==> src/rtl/alu_seq.sv <==
// alu_seq: registered, parametrised ALU with a persistent flag register and
// a valid/ready request handshake. Single-cycle ops complete one cycle after
// accept. Rotates by a nonzero amount step one bit per cycle through the ROT
// state. Rotates by zero complete in one cycle like the other ops.
//
// State table:
//   state | meaning
//   IDLE  | ready for a request; single-cycle ops complete from here
//   ROT   | iterative rotate in progress, one bit per cycle
//
// Ports:
//   clk        rising-edge clock
//   rst_n      asynchronous active-low reset
//   in_valid   operation request
//   in_ready   request is accepted this cycle (state == IDLE)
//   op         opcode, sampled on accept
//   a, b       operands; b[SHW-1:0] is the rotate amount for ROL/ROR
//   flag_clr   clears co/z/n unless a completion lands on the same edge
//   out_valid  one-cycle pulse when result and flags are updated
//   result     registered result, held until the next completion
//   co, z, n   registered carry, zero and negative flags, held
//   busy       rotate in progress
module alu_seq #(
  parameter int WIDTH = 8
) (
  input  logic             clk,
  input  logic             rst_n,
  input  logic             in_valid,
  output logic             in_ready,
  input  logic [2:0]       op,
  input  logic [WIDTH-1:0] a,
  input  logic [WIDTH-1:0] b,
  input  logic             flag_clr,
  output logic             out_valid,
  output logic [WIDTH-1:0] result,
  output logic             co,
  output logic             z,
  output logic             n,
  output logic             busy
);

  localparam int SHW = $clog2(WIDTH);

  localparam logic [2:0] OP_AND = 3'b000;
  localparam logic [2:0] OP_XOR = 3'b001;
  localparam logic [2:0] OP_ADD = 3'b010;
  localparam logic [2:0] OP_ADC = 3'b011;
  localparam logic [2:0] OP_SUB = 3'b100;
  localparam logic [2:0] OP_ROL = 3'b101;
  localparam logic [2:0] OP_ROR = 3'b110;

  typedef enum logic {
    IDLE = 1'b0,
    ROT  = 1'b1
  } state_e;

  state_e           state_q, state_d;
  logic [SHW-1:0]   count_q, count_d;
  logic [WIDTH-1:0] work_q, work_d;
  logic             dir_q, dir_d;      // 1 = rotate right
  logic [WIDTH-1:0] result_q, result_d;
  logic             co_q, co_d;
  logic             z_q, z_d;
  logic             n_q, n_d;
  logic             out_valid_q, out_valid_d;

  logic             accept;
  logic [SHW-1:0]   rot_amt;
  logic             is_rot_op;
  logic             start_rot;
  logic             rot_done;
  logic [WIDTH-1:0] rot_next;
  logic [WIDTH:0]   sum;
  logic [WIDTH-1:0] sc_res;
  logic             sc_co;
  logic             complete;
  logic [WIDTH-1:0] cmp_res;
  logic             cmp_co;

  assign accept    = in_valid && in_ready;
  assign rot_amt   = b[SHW-1:0];
  assign is_rot_op = (op == OP_ROL) || (op == OP_ROR);
  assign start_rot = accept && is_rot_op && (rot_amt != '0);
  assign rot_done  = (state_q == ROT) && (count_q == SHW'(1));

  // One-bit rotate step of the working register
  assign rot_next = dir_q ? {work_q[0], work_q[WIDTH-1:1]}
                          : {work_q[WIDTH-2:0], work_q[WIDTH-1]};

  // Single-cycle result. Rotates reach here only with a zero amount,
  // which passes a through with co cleared.
  always_comb begin
    sum    = '0;
    sc_res = '0;
    sc_co  = 1'b0;
    unique case (op)
      OP_AND: sc_res = a & b;
      OP_XOR: sc_res = a ^ b;
      OP_ADD: begin
        sum    = {1'b0, a} + {1'b0, b};
        sc_res = sum[WIDTH-1:0];
        sc_co  = sum[WIDTH];
      end
      OP_ADC: begin
        sum    = {1'b0, a} + {1'b0, b} + {{WIDTH{1'b0}}, co_q};
        sc_res = sum[WIDTH-1:0];
        sc_co  = sum[WIDTH];
      end
      OP_SUB: begin
        // Carry out of a + ~b + 1 is set when there is no borrow
        sum    = {1'b0, a} + {1'b0, ~b} + (WIDTH+1)'(1);
        sc_res = sum[WIDTH-1:0];
        sc_co  = sum[WIDTH];
      end
      OP_ROL, OP_ROR: sc_res = a;
      default: begin
        sc_res = '0;
        sc_co  = 1'b0;
      end
    endcase
  end

  // FSM state register
  always_ff @(posedge clk or negedge rst_n) begin
    if (!rst_n) begin
      state_q <= IDLE;
    end else begin
      state_q <= state_d;
    end
  end

  // FSM next-state logic
  always_comb begin
    state_d = state_q;
    unique case (state_q)
      IDLE: if (start_rot) state_d = ROT;
      ROT:  if (rot_done)  state_d = IDLE;
      default: state_d = IDLE;
    endcase
  end

  // FSM outputs
  always_comb begin
    in_ready = 1'b0;
    busy     = 1'b0;
    unique case (state_q)
      IDLE: in_ready = 1'b1;
      ROT:  busy     = 1'b1;
      default: in_ready = 1'b0;
    endcase
  end

  // Rotate datapath and completion / flag update
  always_comb begin
    work_d      = work_q;
    count_d     = count_q;
    dir_d       = dir_q;
    result_d    = result_q;
    co_d        = co_q;
    z_d         = z_q;
    n_d         = n_q;

    if (start_rot) begin
      work_d  = a;
      count_d = rot_amt;
      dir_d   = (op == OP_ROR);
    end else if (state_q == ROT) begin
      work_d  = rot_next;
      count_d = count_q - 1'b1;
    end

    // accept and rot_done are mutually exclusive: accept needs IDLE
    complete = (accept && !start_rot) || rot_done;
    cmp_res  = rot_done ? rot_next : sc_res;
    cmp_co   = rot_done ? (dir_q ? rot_next[WIDTH-1] : rot_next[0]) : sc_co;

    // A completion on the same edge as flag_clr takes precedence
    if (complete) begin
      result_d = cmp_res;
      co_d     = cmp_co;
      z_d      = (cmp_res == '0);
      n_d      = cmp_res[WIDTH-1];
    end else if (flag_clr) begin
      co_d = 1'b0;
      z_d  = 1'b0;
      n_d  = 1'b0;
    end

    out_valid_d = complete;
  end

  always_ff @(posedge clk or negedge rst_n) begin
    if (!rst_n) begin
      count_q     <= '0;
      work_q      <= '0;
      dir_q       <= 1'b0;
      result_q    <= '0;
      co_q        <= 1'b0;
      z_q         <= 1'b0;
      n_q         <= 1'b0;
      out_valid_q <= 1'b0;
    end else begin
      count_q     <= count_d;
      work_q      <= work_d;
      dir_q       <= dir_d;
      result_q    <= result_d;
      co_q        <= co_d;
      z_q         <= z_d;
      n_q         <= n_d;
      out_valid_q <= out_valid_d;
    end
  end

  assign out_valid = out_valid_q;
  assign result    = result_q;
  assign co        = co_q;
  assign z         = z_q;
  assign n         = n_q;

endmodule

==> config.mk <==
export PLATFORM = sky130hd
export DESIGN_NAME = alu_seq
export DESIGN_NICKNAME = d
export VERILOG_FILES = /design/src/rtl/alu_seq.sv
export SDC_FILE = /design/constraint.sdc
export NUM_CORES = 1
export LEC_CHECK = 0
export CAP_MARGIN = 20
export CORE_ASPECT_RATIO = 1.5
export CORE_UTILIZATION = 35
export DETAILED_ROUTE_END_ITERATION = 12
export GPL_TIMING_DRIVEN = 0
export SYNTH_ARGS = -nofsm -noshare
export SYNTH_HDL_FRONTEND = slang
export SYNTH_SLANG_ARGS = --single-unit
==> constraint.sdc <==
create_clock -name clk -period 3.75 [get_ports clk]
set_clock_uncertainty 0.2 [all_clocks]
set_input_delay 0.5625 -clock clk [delete_from_list [all_inputs] [get_ports clk]]
set_output_delay 0.5625 -clock clk [all_outputs]
set_load 0.02 [all_outputs]
## After elaboration in Yosys (flattened, before gate mapping)

Index checks and enable logic that the tools add are counted.

| storage, ports and cells | value |
|---|---|
| register bits after elaboration | 25 |
| input port bits | 23 |
| output and inout bits | 14 |

| cells by class | value |
|---|---|
| add/subtract/negate cells | 5 |
| mux-type cells | 19 |
| bitwise operators | 4 |
| reduce and logical (&&, ||, !) cells | 14 |
| equality and inequality tests | 7 |

Operators with widths:

| operator | number |
|---|---|
| case mux 8 bit (6 select lines) | 1 |
| two-way mux 8 bit | 4 |
| adder 8 x 8 -> 9 bit | 2 |
| two-way mux 1 bit | 10 |
| adder 9 x 1 -> 9 bit | 1 |
| adder 9 x 1 -> 9 bit, second input constant | 1 |
| == test 3 bit, second input constant | 3 |
| AND 8 bit | 1 |
| zero test 8 bit | 1 |
| inverter 8 bit | 1 |
| XOR 8 bit | 1 |
| == test 3 x 1 -> 1 bit, second input constant | 2 |
| == test 3 x 2 -> 1 bit, second input constant | 2 |
| two-way mux 3 bit | 2 |
| logical AND 1 bit | 5 |
| nonzero test 2 bit | 2 |
| zero test 3 bit | 1 |
| case mux 1 bit (3 select lines) | 1 |
| nonzero test 3 bit | 1 |
| subtractor 3 x 1 -> 3 bit, second input constant | 1 |
| logical OR 1 bit | 2 |
| case mux 1 bit (2 select lines) | 1 |
| OR reduction 2 bit | 1 |
| zero test 1 bit | 1 |
| inverter 1 bit | 1 |

## Logic depth before layout (Yosys ltp)

Gate-level depths: netlist of run 1.

| logic depth | value |
|---|---|
| depth in word-level cells | 8 |
| depth in mapped cells | 12 |
| gate-level depth less buffers | 12 |

## Worst setup path after synthesis of run 1

No wires, ideal clock.

| timing | value |
|---|---|
| path kind | input port to flip-flop |
| start point | in a[0] |
| end point | reg z_q (netlist: z) |
| data required time | 3.484 ns |
| data arrival time | 3.128 ns |
| stages on the path | 10 |
| slack | 0.356 ns |
| path through | ha_1 > fa_1 > ha_1 > mux4_2 > mux2_2 > o22a_1 > a2111oi_2 > nand4_1 > nor4_2 > a22o_1 |

| on the way | value |
|---|---|
| word-level cells in the longest chain between the ends | 6 |
| elaborated cells between the ends (all ways) | 10 |
| those cells by class | 4 x add/sub; 3 x mux; 2 x bitwise; 1 x reduce/logical |

RTL lines:

| what | line | source |
|---|---|---|
| start: declaration | 31 | `input logic [WIDTH-1:0] a,` |
| adder 8 x 8 -> 9 bit (on tied branches) | 111, 100, 105 |  |
| adder 9 x 1 -> 9 bit (on tied branches) | 111, 105 |  |
| case mux 8 bit (6 select lines) (*) | 96 | `unique case (op)` |
| two-way mux 8 bit (*) | 174 | `cmp_res = rot_done ? rot_next : sc_res;` |
| zero test 8 bit (*) | 181 | `z_d = (cmp_res == '0);` |
| two-way mux 1 bit (*) | 178 | `if (complete) begin` |
| end signal: assignment | 208 | `z_q <= z_d;` |
| end: declaration | 63 | `logic z_q, z_d;` |

Every way passes the cells marked *; elsewhere a longest branch is shown, timed or not.
A chain may end at the register's enable or synchronous reset.

## Worst setup path in the final report of run 1

| timing | value |
|---|---|
| start point | in b[0] |
| end point | reg z_q (netlist: z) |

| on the way | value |
|---|---|
| word-level cells in the longest chain between the ends | 7 |
| elaborated cells between the ends (all ways) | 17 |
| those cells by class | 4 x add/sub; 3 x mux; 3 x bitwise; 7 x reduce/logical |

RTL lines:

| what | line | source |
|---|---|---|
| start: declaration | 32 | `input logic [WIDTH-1:0] b,` |
| inverter 8 bit | 111 | `sum = {1'b0, a} + {1'b0, ~b} + (WIDTH+1)'(1);` |
| adder 8 x 8 -> 9 bit | 111 |  |
| adder 9 x 1 -> 9 bit | 111 |  |
| case mux 8 bit (6 select lines) | 96 |  |
| two-way mux 8 bit | 174 |  |
| zero test 8 bit | 181 |  |
| two-way mux 1 bit | 178 |  |

Parallel ways exist; a longest one is shown, timed or not.

==> results.toml, run 1 <==
[setup_path]
start_kind = "input port"
path_cells = "dlygate4sd2_1, ha_4, fa_2, ha_1, mux4_2, mux2_2, o22a_1, a2111oi_4, nand4_1, nor4_2, a22o_1"
crit_fanout = 4
worstPathArrival_ns = 3.70
cp_slowest_stage_delay_ns = 0.58
rrSetupSlack_ns = 0.69
slowest_stage = "fa_2"
critical_path_class = "input port to register"
rr_startpoint = "co"
worstPathRequired_ns = 3.77
rr_worst_depth = 9
end_kind = "register"
rr_endpoint = "z"

[pwr]
powerDensity_nw_per_um2 = 468
leakage_nw = 1.41
vdd_drop_max_mv = 0.193

[sta]
fin_crit_ns = 3.68
finalSetupTns_ns = 0
rsz0062_at_grt = "false"
slew_headroom_pct = 47.8
worst_slew_pin_slew_ns = 0.781
slew_viol_final = 0
setup_viol = 0
hold_viol = 0
finalCritPeriodShare_pct = 98.2
max_freq_ghz = 0.272
fin_ws_ns = 0.0690

[detailed_routing]
avgViaCountPerCell = 5.63
drc = 0
dr.pass1.iters = 4
vias = 2655
antenna_left = 0
post_drt_wl_per_cell_um = 17.0
drt_wl_total_mm = 8.00
detailedRoute.firstIterationViolations = 194

[floorplan]
die-area_um2 = 8090
die_y_um = 110
core_um2 = 7370
start_util_pct = 36.7
die_w_um = 73.8
row_count = 38
io_pins = 37

[hold_path]
min_to = "result[1]"
hold_depth = 1
hp-start = "result[1]"
hold_class = "register to register"

[yosys]
synth_cells = 332
avgSynthCellArea_um2 = 8.15
synth_edf_count = 0
synth_seq_cells = 25
yosysWarnings = 0
syn_area_um2 = 2710
syn_nets = 377
synthFlopType = "dfrtp_1"
synthDistinctLibCells = 62
synthArstFlopShare_pct = 100
seq_area_frac_synth_pct = 23.1

[place]
gp_congestion = 0.897
post-place-ws_ns = -0.568
placed_cell_area_um2 = 3210
post-dp-hpwl_mm = 6.57
portBuffers = 35
dpl.cell_count = 468

[global_route]
antenna_found_initial = 0
grt_overflow_total = 0
grt_max_degree = 21
grt_pass1_vias = 2570
grt_usage_pct = 20.9
grt_pass1_wl_mm = 12.8

[flow_run]
drv_cap = 0

[clock_tree]
clk_pin_slew_ns = 0.09
postCtsSetupBuffers = 0
clockRootBuffer = "clkbuf_8"
cts_buffer_depth = 2
ctsHtreeMaxLevel = 1
clk_latency_ns = 0.27
cts_tree = "done"
clock_sinks = 25
numCtsBuffers = 3
postCtsHoldBufs = 0

[final_layout]
finalNonFillerCells = 472
post-route-util_pct = 44.8
n_antenna_cell = 0
drive_gt1_share_pct = 10.8
fill_cells = 761
area_delta_synth_final_pct = 21.9
fin_area_um2 = 3300
nets = 418

[outcome]
status = "complete, no violations"
-- where the power goes --
part	switching [mW]	internal (mW)	total (mW)	leakage [nW]
Clock	0.0905	0.0754	0.166	0.0217
Combinational	0.510	0.402	0.913	1.08
Sequential	0.0802	0.385	0.465	0.311
Total	0.681	0.863	1.54	1.41
-- synthesized netlist by cell type (2+ instances only) --
library cell  instances  share of area (%)
nor2_1               30                4.2
inv_1                29                4.0
dfrtp_1              25                 23
nand2_1              24                3.3
ha_1                 20                9.2
a21oi_1              18                3.3
mux2i_1              17                6.3
o21ai_0              13                2.4
nor2b_1               9                2.1
a221o_1               8                3.0
nor3_1                8                1.5
xnor2_1               8                2.6
a31oi_1               7                1.6
buf_2                 7                1.3
clkbuf_1              7               0.97
mux2_2                6                2.5
nand2b_1              6                1.4
nand3_1               6                1.1
nand4_1               6                1.4
a211oi_1              4                1.1
a22oi_1               4                1.1
and3_1                4               0.92
or2_2                 4               0.92
xor2_1                4                1.3
a221oi_1              3               0.97
a32oi_1               3               0.97
nor4_1                3               0.69
o22ai_1               3               0.69
a2111o_1              2               0.83
a21o_1                2               0.55
a311oi_1              2               0.65
and3b_1               2               0.65
buf_1                 2               0.28
fa_1                  2                1.5
nand3b_1              2               0.55
nor3b_1               2               0.55
o21a_1                2               0.55
o31ai_1               2               0.55
or3_1                 2               0.46
or4_1                 2               0.55
-- worst max-delay path, delay by kind of cell --
kind	cells	cell delay [ns]
adders and majority gates	3	1.03
muxes	2	0.75
AOI/OAI and AO/OA	3	0.66
and+or+nand+nor	2	0.39
buffers and inverters	1	0.30
-- worst max-delay path by stage --
stage | from | to | slack (ns) | cells after the start
floorplan | a[0] | z | 0.36 | 10
global placement | a[0] | z | -0.55 | 11
detailed placement | a[0] | z | -0.57 | 11
CTS | a[0] | z | 0.06 | 11
global route | b[0] | z | 0.003 | 11
finish | b[0] | z | 0.07 | 11
-- registers in the layout, indices dropped and copies added, names as in the netlist --
| name | cells |
|---|---|
| result | 8 |
| work_q | 8 |
| count_q | 3 |
| co | 1 |
| dir_q | 1 |
| n | 1 |
| out_valid | 1 |
| state_q | 1 |
| z | 1 |
-- per-stage QoR --
stage,power [mW],hold WS [ns]
global placement,1.35,0.281
global route,1.66,0.329
floorplan,1.04,0.0669
CTS,1.53,0.301
detailed placement,1.36,0.280
finish,1.54,0.301
-- placed cells by master (no fill, tap or decap), types with 3 or more instances in the layout --
cell type,n
o22ai_1,3
a21oi_1,18
nand2b_1,6
o21ai_0,13
nor2b_1,9
xor2_1,4
a221o_1,8
clkdlybuf4s50_1,31
dfrtp_1,25
nand4_1,6
nor2_1,30
a211oi_1,3
or2_2,4
buf_2,7
nand3_1,6
clkbuf_1,7
nor4_1,3
mux2i_1,17
a31oi_1,7
nor3_1,8
mux2_2,6
ha_1,19
nand2_1,24
a32oi_1,3
and3_1,4
a22oi_1,4
inv_1,29
clkbuf_8,3
xnor2_1,6
-- cell type report --
cell class | count | area [µm²] | area share [%]
clock buffer | 3 | 41.3 | 1.25
inverter | 30 | 118 | 3.56
timing repair buffer | 36 | 365 | 11.1
clock inverter | 1 | 7.51 | 0.228
tap | 100 | 125 | 3.79
sequential | 25 | 626 | 19.0
multi-input combinational | 259 | 1930 | 58.5
buffer | 18 | 87.6 | 2.65
-- repair_timing --
action | 4_1_cts | 5_1_grt
gates resized for setup | 9 | 8
gates cloned | 0 | 0
pin swaps | 1 | 0
setup endpoints to repair | 4 | 3
-- kinds of logic after synthesis --
kind of cell	Yosys count	share of synthesized area [%]
adders and majority gates	22	10.7
DFF	25	23.1
xor gates and xnor gates	12	3.88
and+or+nand+nor	116	22.7
buffers and inverters	48	7.58
AOI/OAI and AO/OA	85	22.4
muxes	24	9.62
-- layer usage --
layer | track usage, % | vias up | routed length (µm)
li1 | - | 1294 | -
met1 | 23.2 | 1272 | 3180
met2 | 40.0 | 66 | 4350
met3 | 1.10 | 23 | 194
met4 | 8.93 | 0 | 278
met5 | 0 | - | 0
No activity file was read; power rests on OpenSTA's default activity.
==> run 2, diff against run 1 <==
--- a/config.mk
+++ b/config.mk
@@ -6,7 +6,7 @@
 export NUM_CORES = 1
 export LEC_CHECK = 0
 export CAP_MARGIN = 20
-export CORE_ASPECT_RATIO = 1.5
+export CORE_ASPECT_RATIO = 1.1
 export CORE_UTILIZATION = 35
 export DETAILED_ROUTE_END_ITERATION = 12
 export GPL_TIMING_DRIVEN = 0
==> results.toml, run 2 (synthesis results as in run 1) <==
[outcome]
status = "complete, no violations"

[sta]
hold_viol = 0
setup_viol = 0
max_freq_ghz = 0.274
fin_ws_ns = 0.104
fin_crit_ns = 3.65
worst_slew_pin_slew_ns = 0.788
finalCritPeriodShare_pct = 97.2
finalSetupTns_ns = 0
slew_viol_final = 0
rsz0062_at_grt = "false"
fin_hold_ws_ns = 0.300
slew_headroom_pct = 47.3

[detailed_routing]
drc = 0
post_drt_wl_per_cell_um = 15.8
detailedRoute.firstIterationViolations = 152
antenna_left = 0
avgViaCountPerCell = 5.45
dr.pass1.iters = 4
vias = 2601
drt_wl_total_mm = 7.53

[setup_path]
critical_path_class = "input port to register"
worstPathRequired_ns = 3.76
start_kind = "input port"
worstPathArrival_ns = 3.66
rr_worst_depth = 9
path_cells = "dlygate4sd2_1, ha_4, fa_2, ha_1, mux4_2, mux2_2, o22a_1, a2111oi_2, nand4_1, nor4_2, a22o_1"
slowest_stage = "fa_2"
crit_fanout = 4
cp_slowest_stage_delay_ns = 0.57
end_kind = "register"

[pwr]
seq_power_share_pct = 30.3
powerDensity_nw_per_um2 = 460
leakage_nw = 1.41
p_int_uw = 860
clkPwrFrac_pct = 10.6
comb_power_share_pct = 59.1
netSwitchingFraction_pct = 43.4
switchingPower_uw = 659
vdd_drop_max_mv = 0.135

[place]
dpl.cell_count = 473
portBuffers = 35
placed_cell_area_um2 = 3220
post-place-ws_ns = -0.525
gp_congestion = 0.915
post-dp-hpwl_mm = 6.17

[global_route]
antenna_found_initial = 0
grt_overflow_total = 0
grt_max_degree = 20
grt_usage_pct = 19.4
grt_pass1_vias = 2525
grt_pass1_wl_mm = 12.3

[final_layout]
nets = 418
drive_gt1_share_pct = 10.5
layout_common_cells = "clkdlybuf4s50_1 (31), nor2_1 (30), inv_1 (29)"
area_delta_synth_final_pct = 22.0
layout_commonest_cell = "clkdlybuf4s50_1"
n_antenna_cell = 0
finalNonFillerCells = 477
fin_area_um2 = 3300

[flow_run]
drv_cap = 0

[floorplan]
die-area_um2 = 8090
die_y_um = 94.2
row_count = 33
die_w_um = 85.8
start_util_pct = 36.2
io_pins = 37
core_um2 = 7470

[clock_tree]
clk_latency_ns = 0.26
cts_buffer_depth = 2
ctsHtreeMaxLevel = 1
cts_tree = "done"
postCtsSetupBuffers = 0
clock_sinks = 25
clk_pin_slew_ns = 0.09
postCtsHoldBufs = 0
numCtsBuffers = 3
clockRootBuffer = "clkbuf_8"

[hold_path]
hold_depth = 1
hold_class = "register to register"
==> run 2: what timing repair did <==
| action | 4_1_cts | 5_1_grt |
|---|---|---|
| gates resized for setup | 8 | 6 |
| endpoints found under the setup margin | 4 | 3 |
| pin swaps | 0 | 0 |
==> run 2: metrics by stage <==
stage	total power, mW	utilization (%)
after floorplan	1.04	-
after global placement	1.34	42.7
after detailed placement	1.36	43.0
after CTS	1.52	43.9
after global routing	1.63	44.2
final	1.52	44.2
==> run 2: worst paths after layout <==
kind                       slack, ns      start    endpoint
max in group asynchronous       2.50      rst_n           z
max                             0.10       b[0]           z
min in group asynchronous       0.41      rst_n  count_q[0]
min reg2reg                     0.30  result[1]   result[1]
max reg2reg                     0.77         co           z
min                             0.30  result[1]   result[1]
==> run 2: worst max-delay path, delay by kind of cell <==
family | cells | cell delay [ns]
adders and majority gates | 3 | 1.02
muxes | 2 | 0.73
AOI/OAI and AO/OA | 3 | 0.64
and+or+nand+nor | 2 | 0.40
buffers and inverters | 1 | 0.31
==> run 2: power groups by stage <==
stage / sequential (mW) / clock, mW / combinational [mW]
3_5_place_dp: 0.467 / 0 / 0.889
2_1_floorplan: 0.524 / 0 / 0.516
4_1_cts: 0.462 / 0.167 / 0.894
6_report: 0.461 / 0.161 / 0.897
3_3_place_gp: 0.464 / 0 / 0.874
5_1_grt: 0.478 / 0.174 / 0.981
==> run 2: routing by layer <==
layer	routed length, µm	up-vias	global-route usage (%)
met1	3410	1238	24.0
met5	0	-	0
met4	181	0	5.83
li1	-	1290	-
met2	3690	59	36.3
met3	247	14	0.615
==> run 2: cell type report <==
class	instances	area, µm²
Multi-Input combinational cell	259	1920
Clock buffer	3	41.3
Buffer	18	87.6
Tap cell	105	131
Sequential cell	25	626
Clock inverter	1	7.51
Timing Repair Buffer	36	373
Fill cell	769	4170
Inverter	30	118
